`config.mk`:
```
export PLATFORM = sky130hd
export DESIGN_NAME = rr_arb
export DESIGN_NICKNAME = d
export VERILOG_FILES = /design/src/rtl/rr_arb.sv
export SDC_FILE = /design/constraint.sdc
export NUM_CORES = 1
export LEC_CHECK = 0
export BUFFER_PORTS_ARGS = -buffer_cell sky130_fd_sc_hd__buf_2
export CORE_ASPECT_RATIO = 1.1
export CORE_MARGIN = 3
export CORE_UTILIZATION = 50
export CTS_BUF_LIST = sky130_fd_sc_hd__clkbuf_4 sky130_fd_sc_hd__clkbuf_8
export DETAILED_ROUTE_END_ITERATION = 10
export PLACE_DENSITY_LB_ADDON = 0.2
export SLEW_MARGIN = 40
export SYNTH_ARGS = -nofsm -noshare
export SYNTH_HDL_FRONTEND = slang
export SYNTH_SLANG_ARGS = --single-unit
```
`constraint.sdc`:
```
create_clock -name clk -period 4.4 [get_ports clk]
set_input_delay 1.32 -clock clk [delete_from_list [all_inputs] [get_ports clk]]
set_output_delay 1.32 -clock clk [all_outputs]
set_load 0.05 [all_outputs]
```
`src/rtl/rr_arb.sv`:
```
// Round-robin arbiter with packet lock: grants one requester per cycle and holds
// the grant on a multi-beat packet until its final beat is accepted.
//
// state | meaning
// ARB   | free arbitration; priority starts just above the last-granted requester
// LOCK  | mid-packet; only the locked requester may be granted
module rr_arb #(
   parameter int W     = 4,
   parameter int W_ENC = $clog2(W)
) (
   input  logic             clk,
   input  logic             arst_n,
   input  logic [W-1:0]     i_req,
   input  logic             i_last,
   input  logic             i_ack,
   output logic [W-1:0]     o_gnt,
   output logic             o_gnt_vld,
   output logic [W_ENC-1:0] o_gnt_enc
);

   typedef enum logic {
      ST_ARB  = 1'b0,
      ST_LOCK = 1'b1
   } state_t;

   localparam logic [W-1:0] ONE      = W'(1);
   localparam logic [W-1:0] PTR_RST  = ONE << (W - 1);

   state_t       state_q, state_d;
   logic [W-1:0] ptr_q, ptr_d;
   logic [W-1:0] lk_q, lk_d;
   logic [W-1:0] mask;
   logic [W-1:0] req_hi;
   logic [W-1:0] pick_src;
   logic [W-1:0] gnt;
   logic         accept;

   // Mask keeps only bits strictly above the one-hot pointer; lowest-set-bit
   // isolation is x & -x.
   always_comb begin
      mask     = ~(ptr_q | (ptr_q - ONE));
      req_hi   = i_req & mask;
      pick_src = (req_hi != '0) ? req_hi : i_req;
      gnt      = '0;
      if (state_q == ST_LOCK) begin
         gnt = lk_q & i_req;
      end else begin
         gnt = pick_src & (~pick_src + ONE);
      end
   end

   always_comb begin
      o_gnt     = gnt;
      o_gnt_vld = (gnt != '0);
      o_gnt_enc = '0;
      for (int i = 0; i < W; i++) begin
         if (gnt[i]) o_gnt_enc = W_ENC'(i);
      end
   end

   assign accept = o_gnt_vld & i_ack;

   always_comb begin
      state_d = state_q;
      ptr_d   = ptr_q;
      lk_d    = lk_q;
      if (accept) begin
         case (state_q)
            ST_ARB: begin
               if (i_last) begin
                  ptr_d = gnt;
               end else begin
                  lk_d    = gnt;
                  state_d = ST_LOCK;
               end
            end
            ST_LOCK: begin
               if (i_last) begin
                  ptr_d   = lk_q;
                  state_d = ST_ARB;
               end
            end
            default: state_d = ST_ARB;
         endcase
      end
   end

   always_ff @(posedge clk or negedge arst_n) begin
      if (!arst_n) begin
         state_q <= ST_ARB;
         ptr_q   <= PTR_RST;
         lk_q    <= '0;
      end else begin
         state_q <= state_d;
         ptr_q   <= ptr_d;
         lk_q    <= lk_d;
      end
   end

endmodule
```
### Word level (Yosys, flattened, before mapping)

Index checks and enable logic that the tools add are counted.

* bitwise gates (word level): 9
* equal/unequal tests: 2
* reductions and logical operators: 4
* multiplexer cells: 9
* $add $sub $neg: 2

Operators with widths (count)
* $mux W4: 4
* $and A4 B4 Y4: 3
* $not A4 Y4: 2
* $pmux W4 S2: 1
* $reduce_bool A4 Y1: 2
* $reduce_and A3 Y1: 2
* $add A4 B1 Y4 const B: 1
* $mux W2: 2
* $ne A2 B2 Y1 const B: 2
* $or A4 B4 Y4: 1
* $sub A4 B1 Y4 const B: 1
* $mux W1: 2
* $not A1 Y1: 2
* $and A1 B1 Y1: 1

* register bits after elaboration: 9
* input port bits: 8
* word-level logic and storage cells: 29

### Depth between registers and ports, before layout

* word-level depth: 13
* depth in mapped cells: 7
* mapped depth without buffers: 6

### Least setup slack after synthesis

Ideal clock, no wire load.

* kind: input to output
* start point: input port i_req[2]
* end point: output port o_gnt_enc[0]
* arrival time: 2.951 ns
* path buffers: 0
* data required time: 3.080 ns
* path slack: 0.129 ns
* stages: 6
* path through: nand2b_4 -> o21a_1 -> o211a_1 -> nor3_1 -> o21a_1 -> a21o_1

* elaborated cells between the ends (all ways): 11
* those cells by class: 1 x add/sub; 5 x mux; 4 x bitwise; 1 x reduce/logical

RTL lines
* from (decl): line 13 `input logic [W-1:0] i_req,`
* $and A4 B4 Y4: line 42 `req_hi = i_req & mask;`
* $reduce_bool A4 Y1: line 43 `pick_src = (req_hi != '0) ? req_hi : i_req;`
* $mux W4 *: line 43
* $not A4 Y4: line 48 `gnt = pick_src & (~pick_src + ONE);`
* $add A4 B1 Y4: line 48
* $and A4 B4 Y4 *: line 48
* $mux W4 *: line 45 `if (state_q == ST_LOCK) begin`
* net o_gnt[3]: line 16 `output logic [W-1:0] o_gnt,`
* $mux W2 *: line 57 `if (gnt[i]) o_gnt_enc = W_ENC'(i);`
* to (decl): line 18 `output logic [W_ENC-1:0] o_gnt_enc`

Mark *: on every way through the listed nets, which the timed path passes. The rest lies on a longest branch.

### Final worst setup path

* start point: input port i_req[2]
* end point: output port o_gnt_enc[0]

* longest elaborated chain between the ends: 10
* elaborated cells between the ends (all ways): 11
* those cells by class: 1 x add/sub; 5 x mux; 4 x bitwise; 1 x reduce/logical

Ends and longest elaborated chain (line)
* $and A4 B4 Y4: 42
* $reduce_bool A4 Y1: 43
* $mux W4: 43
* $not A4 Y4: 48
* $add A4 B1 Y4: 48
* $and A4 B4 Y4: 48
* $mux W4 *: 45
* $mux W1: 57
* $mux W2: 57
* $mux W2 *: 57

Mark *: on every way between the ends. The rest lies on a longest branch, timed or not.

==> impl_results.md <==
* Status: finished, final reports clean
* EDFF count, synth at 0
* Measured slew at the worst slew-check pin at 0.567 ns
* GR Util All Layers at 20.1%
* Vias at 772
* Clock skew at 0.000865 ns
* Worst VDD drop at 0.000508 V
* First-pass GRT wire length at 3090 um
* Worst-skew pair later-pin latency at 0.26 ns
* Nets at 115
* Cell count after synthesis at 87
* Max Cap Viol at 0
* Detailed placement HPWL at 1500 um
* Synth cell types at 43
* Met3 Wirelength at 135 um
* Initial core utilization at 55.8%
* Power per cell area at 804 mW/mm^2
* Synth Area per Inst at 9.22 sq um
* Worst rel slew slack at 62.1%
* Layout Utilization at 64.8%
* Final hold violation count at 0
* Std cell rows at 14
* Number of global-route vias before repair at 674
* Critical path, cell by cell: buf_2, nand2b_4, o21a_1, o211a_1, nor3_1, o21a_1, a21o_1, buf_2
* Setup_tns at 0 ns
* Pleak at 0.458 nW
* Startpoint types: input port
* Worst EP arrival at 2.83 ns
* # diodes at 0
* Crit. End Element: primary output
* Largest net degree at the start of global routing at 17
* RD Place Congestion at 0.858
* Initial antenna violation count at 0
* Final Cycle Share at 94.3%
* Top Layer Used: met4
* 1st-pass router iterations at 4
* CP max-delay cell: nor3_1
* Post-DR vias/cell at 6.33
* IO Pins at 15
* Clock root buffer: clkbuf_4
* Final min period at 4.15 ns
* Synth warn at 0
* Top FF cell, synth: dfrtp_1
* Post-CTS sizing at 0
* Logic pwr share at 67.4%
* DRC at 0
* Area growth from synthesis to layout at 16.1%
* H-tree levels at 1
* Sequential Power Share at 24.1%
* Hold-fix buffers, CTS at 0
* CTS buffer count at 3
* Seq/Total Area, Yosys at 28.2%
* Min-delay worst type: reg -> reg
* RSZ-0062 raised after global routing: false
* WL met1 at 862 um
* Sw frac at 54.0%
* Clk buf depth at 2
* Clock-pin slew on the worst setup and hold paths at 0.06 ns
* Max Clk Rate at 0.241 GHz
* CP max stage delay at 0.32 ns
* Register bit total from synthesis at 9
* Cell family with most CP delay: compound AO/OA/AOI/OAI gates
* GR Overflow Total at 0
* Die W at 44.2 um
* Post-route antenna net violation count at 0
* Wire length per cell at 16.0 um
* Final setup viols at 0
* Routed Wire Length at 1950 um
* Post-CTS Setup Bufs at 0
* Max-slew violations at 0
* Critical path type: in -> out
* Layout cell share with drive strength beyond 1 at 32.1%
* Die area at 0.00212 sq mm
* Clock network power share at 8.6%
* Core ar. at 0.00144 sq mm
* Met2 Wirelength at 944 um
* Syn nets at 95
* Synth top area cells: dfrtp_1 25%, mux2_4 5.6%, nand2_1 5.1%
* Iteration-0 DRC count of the detailed router at 31
* Port buffer count at 14
* Post-synth ARST share at 100%
* Chip Height at 48.0 um
* Fill count at 116
* Worst Path Buf+Inv at 2
* Total clock sinks at 9
* Crit path max fanout at 5
* Cell Area, Synth at 802 sq um
* Int Pwr at 0.344 mW
* Storage cell area at 226 sq um
* CTS tree: yes
* Share of the synthesized area in the top cell type at 25.0%
* P_sw at 0.404 mW
* Multi-input gate area at 546 sq um
* CP Data Required Time at 3.08 ns
* Yosys top cell by area: dfrtp_1
[cell type report]
type / instances / area share (%)
Timing Repair Buffer: 16 / 9.14
Clock inverter: 1 / 0.538
Inverter: 7 / 2.82
Multi-Input combinational cell: 70 / 58.6
Tap cell: 16 / 2.15
Sequential cell: 9 / 24.3
Clock buffer: 3 / 2.42
[cells in the mapped netlist (2+ instances only)]
cell type / n
a22o_1: 2
a21o_1: 2
nand2_1: 11
dfrtp_1: 8
mux2i_1: 2
nor3_1: 3
inv_1: 7
o21ai_1: 3
nor2b_1: 2
o21ai_0: 2
mux2_4: 3
nor2_1: 7
o21a_1: 3
o41ai_1: 3
[power groups by stage]
stage	registers (mW)	clock network, mW	logic [mW]
floorplan	0.153	0	0.409
global placement	0.178	0	0.494
detailed placement	0.178	0	0.499
CTS	0.177	0.0671	0.502
global route	0.185	0.0718	0.540
finish	0.180	0.0642	0.504
[placed cells by master (no fill, tap or decap), types with 2 or more instances in the layout]
master | netlist | layout
a21o_1 | 2 | 2
a22o_1 | 2 | 2
buf_2 | 0 | 14
buf_4 | 0 | 2
clkbuf_4 | 0 | 3
dfrtp_1 | 8 | 8
inv_1 | 7 | 7
mux2_4 | 3 | 3
mux2i_1 | 2 | 2
nand2_1 | 11 | 11
nor2_1 | 7 | 7
nor2b_1 | 2 | 2
nor3_1 | 3 | 3
o21a_1 | 3 | 3
o21ai_0 | 2 | 2
o21ai_1 | 3 | 3
o41ai_1 | 3 | 3
[worst register-to-register path, delay by kind of cell (launching register included)]
kind	cells	cell delay (ns)
AO/OA/AOI/OAI	4	0.74
buffers and inverters	1	0.17
flip-flops	1	0.63
multiplexers	1	0.31
AND/OR/NAND/NOR	1	0.30
[kinds of logic (layout without fill, tap and decap cells)]
logic type / count (synthesis) / after routing / synth area share [%]
DFF: 9 / 9 / 28.2
AOI/OAI and AO/OA: 32 / 32 / 36.7
and+or+nand+nor: 33 / 33 / 23.2
buffers and inverters: 8 / 27 / 3.74
muxes: 5 / 5 / 8.11
[path summary, 6_finish.rpt]
check	start	end	slack [ns]	cells past startpoint
setup / recovery	i_req[2]	o_gnt_enc[0]	0.25	8
hold / removal	lk_q[3]$_DFFE_PN0P_	lk_q[3]$_DFFE_PN0P_	0.56	2
setup reg to reg	state_q$_DFFE_PN0P_	ptr_q[0]$_DFFE_PN0P_	2.12	7
hold reg to reg	lk_q[3]$_DFFE_PN0P_	lk_q[3]$_DFFE_PN0P_	0.56	2
max in group asynchronous	arst_n	ptr_q[3]$_DFFE_PN1P_	3.25	1
min in group asynchronous	arst_n	ptr_q[1]$_DFFE_PN0P_	0.90	1
[stage by stage]
stage	power [mW]	worst slack, ns	area (sq um)	instances	hold WS (ns)
after CTS	0.746	0.256	931	122	0.560
after detailed placement	0.678	0.263	903	118	0.538
after global placement	0.671	0.316	903	118	0.535
after global routing	0.797	0.115	931	122	0.576
final	0.748	0.249	931	122	0.558
after floorplan	0.562	0.129	802	87	0.489
[layer usage]
metal	vias to the layer above	global-route usage, %
li1	368	-
met3	2	2.26
met5	-	0
met4	0	8.43
met1	366	27.6
met2	36	32.3
[state kept, by name (all words and copies together), names as in the netlist]
name and cells:
lk_q 4, state_q 1, ptr_q 4
(Power assumes the default switching activity.)
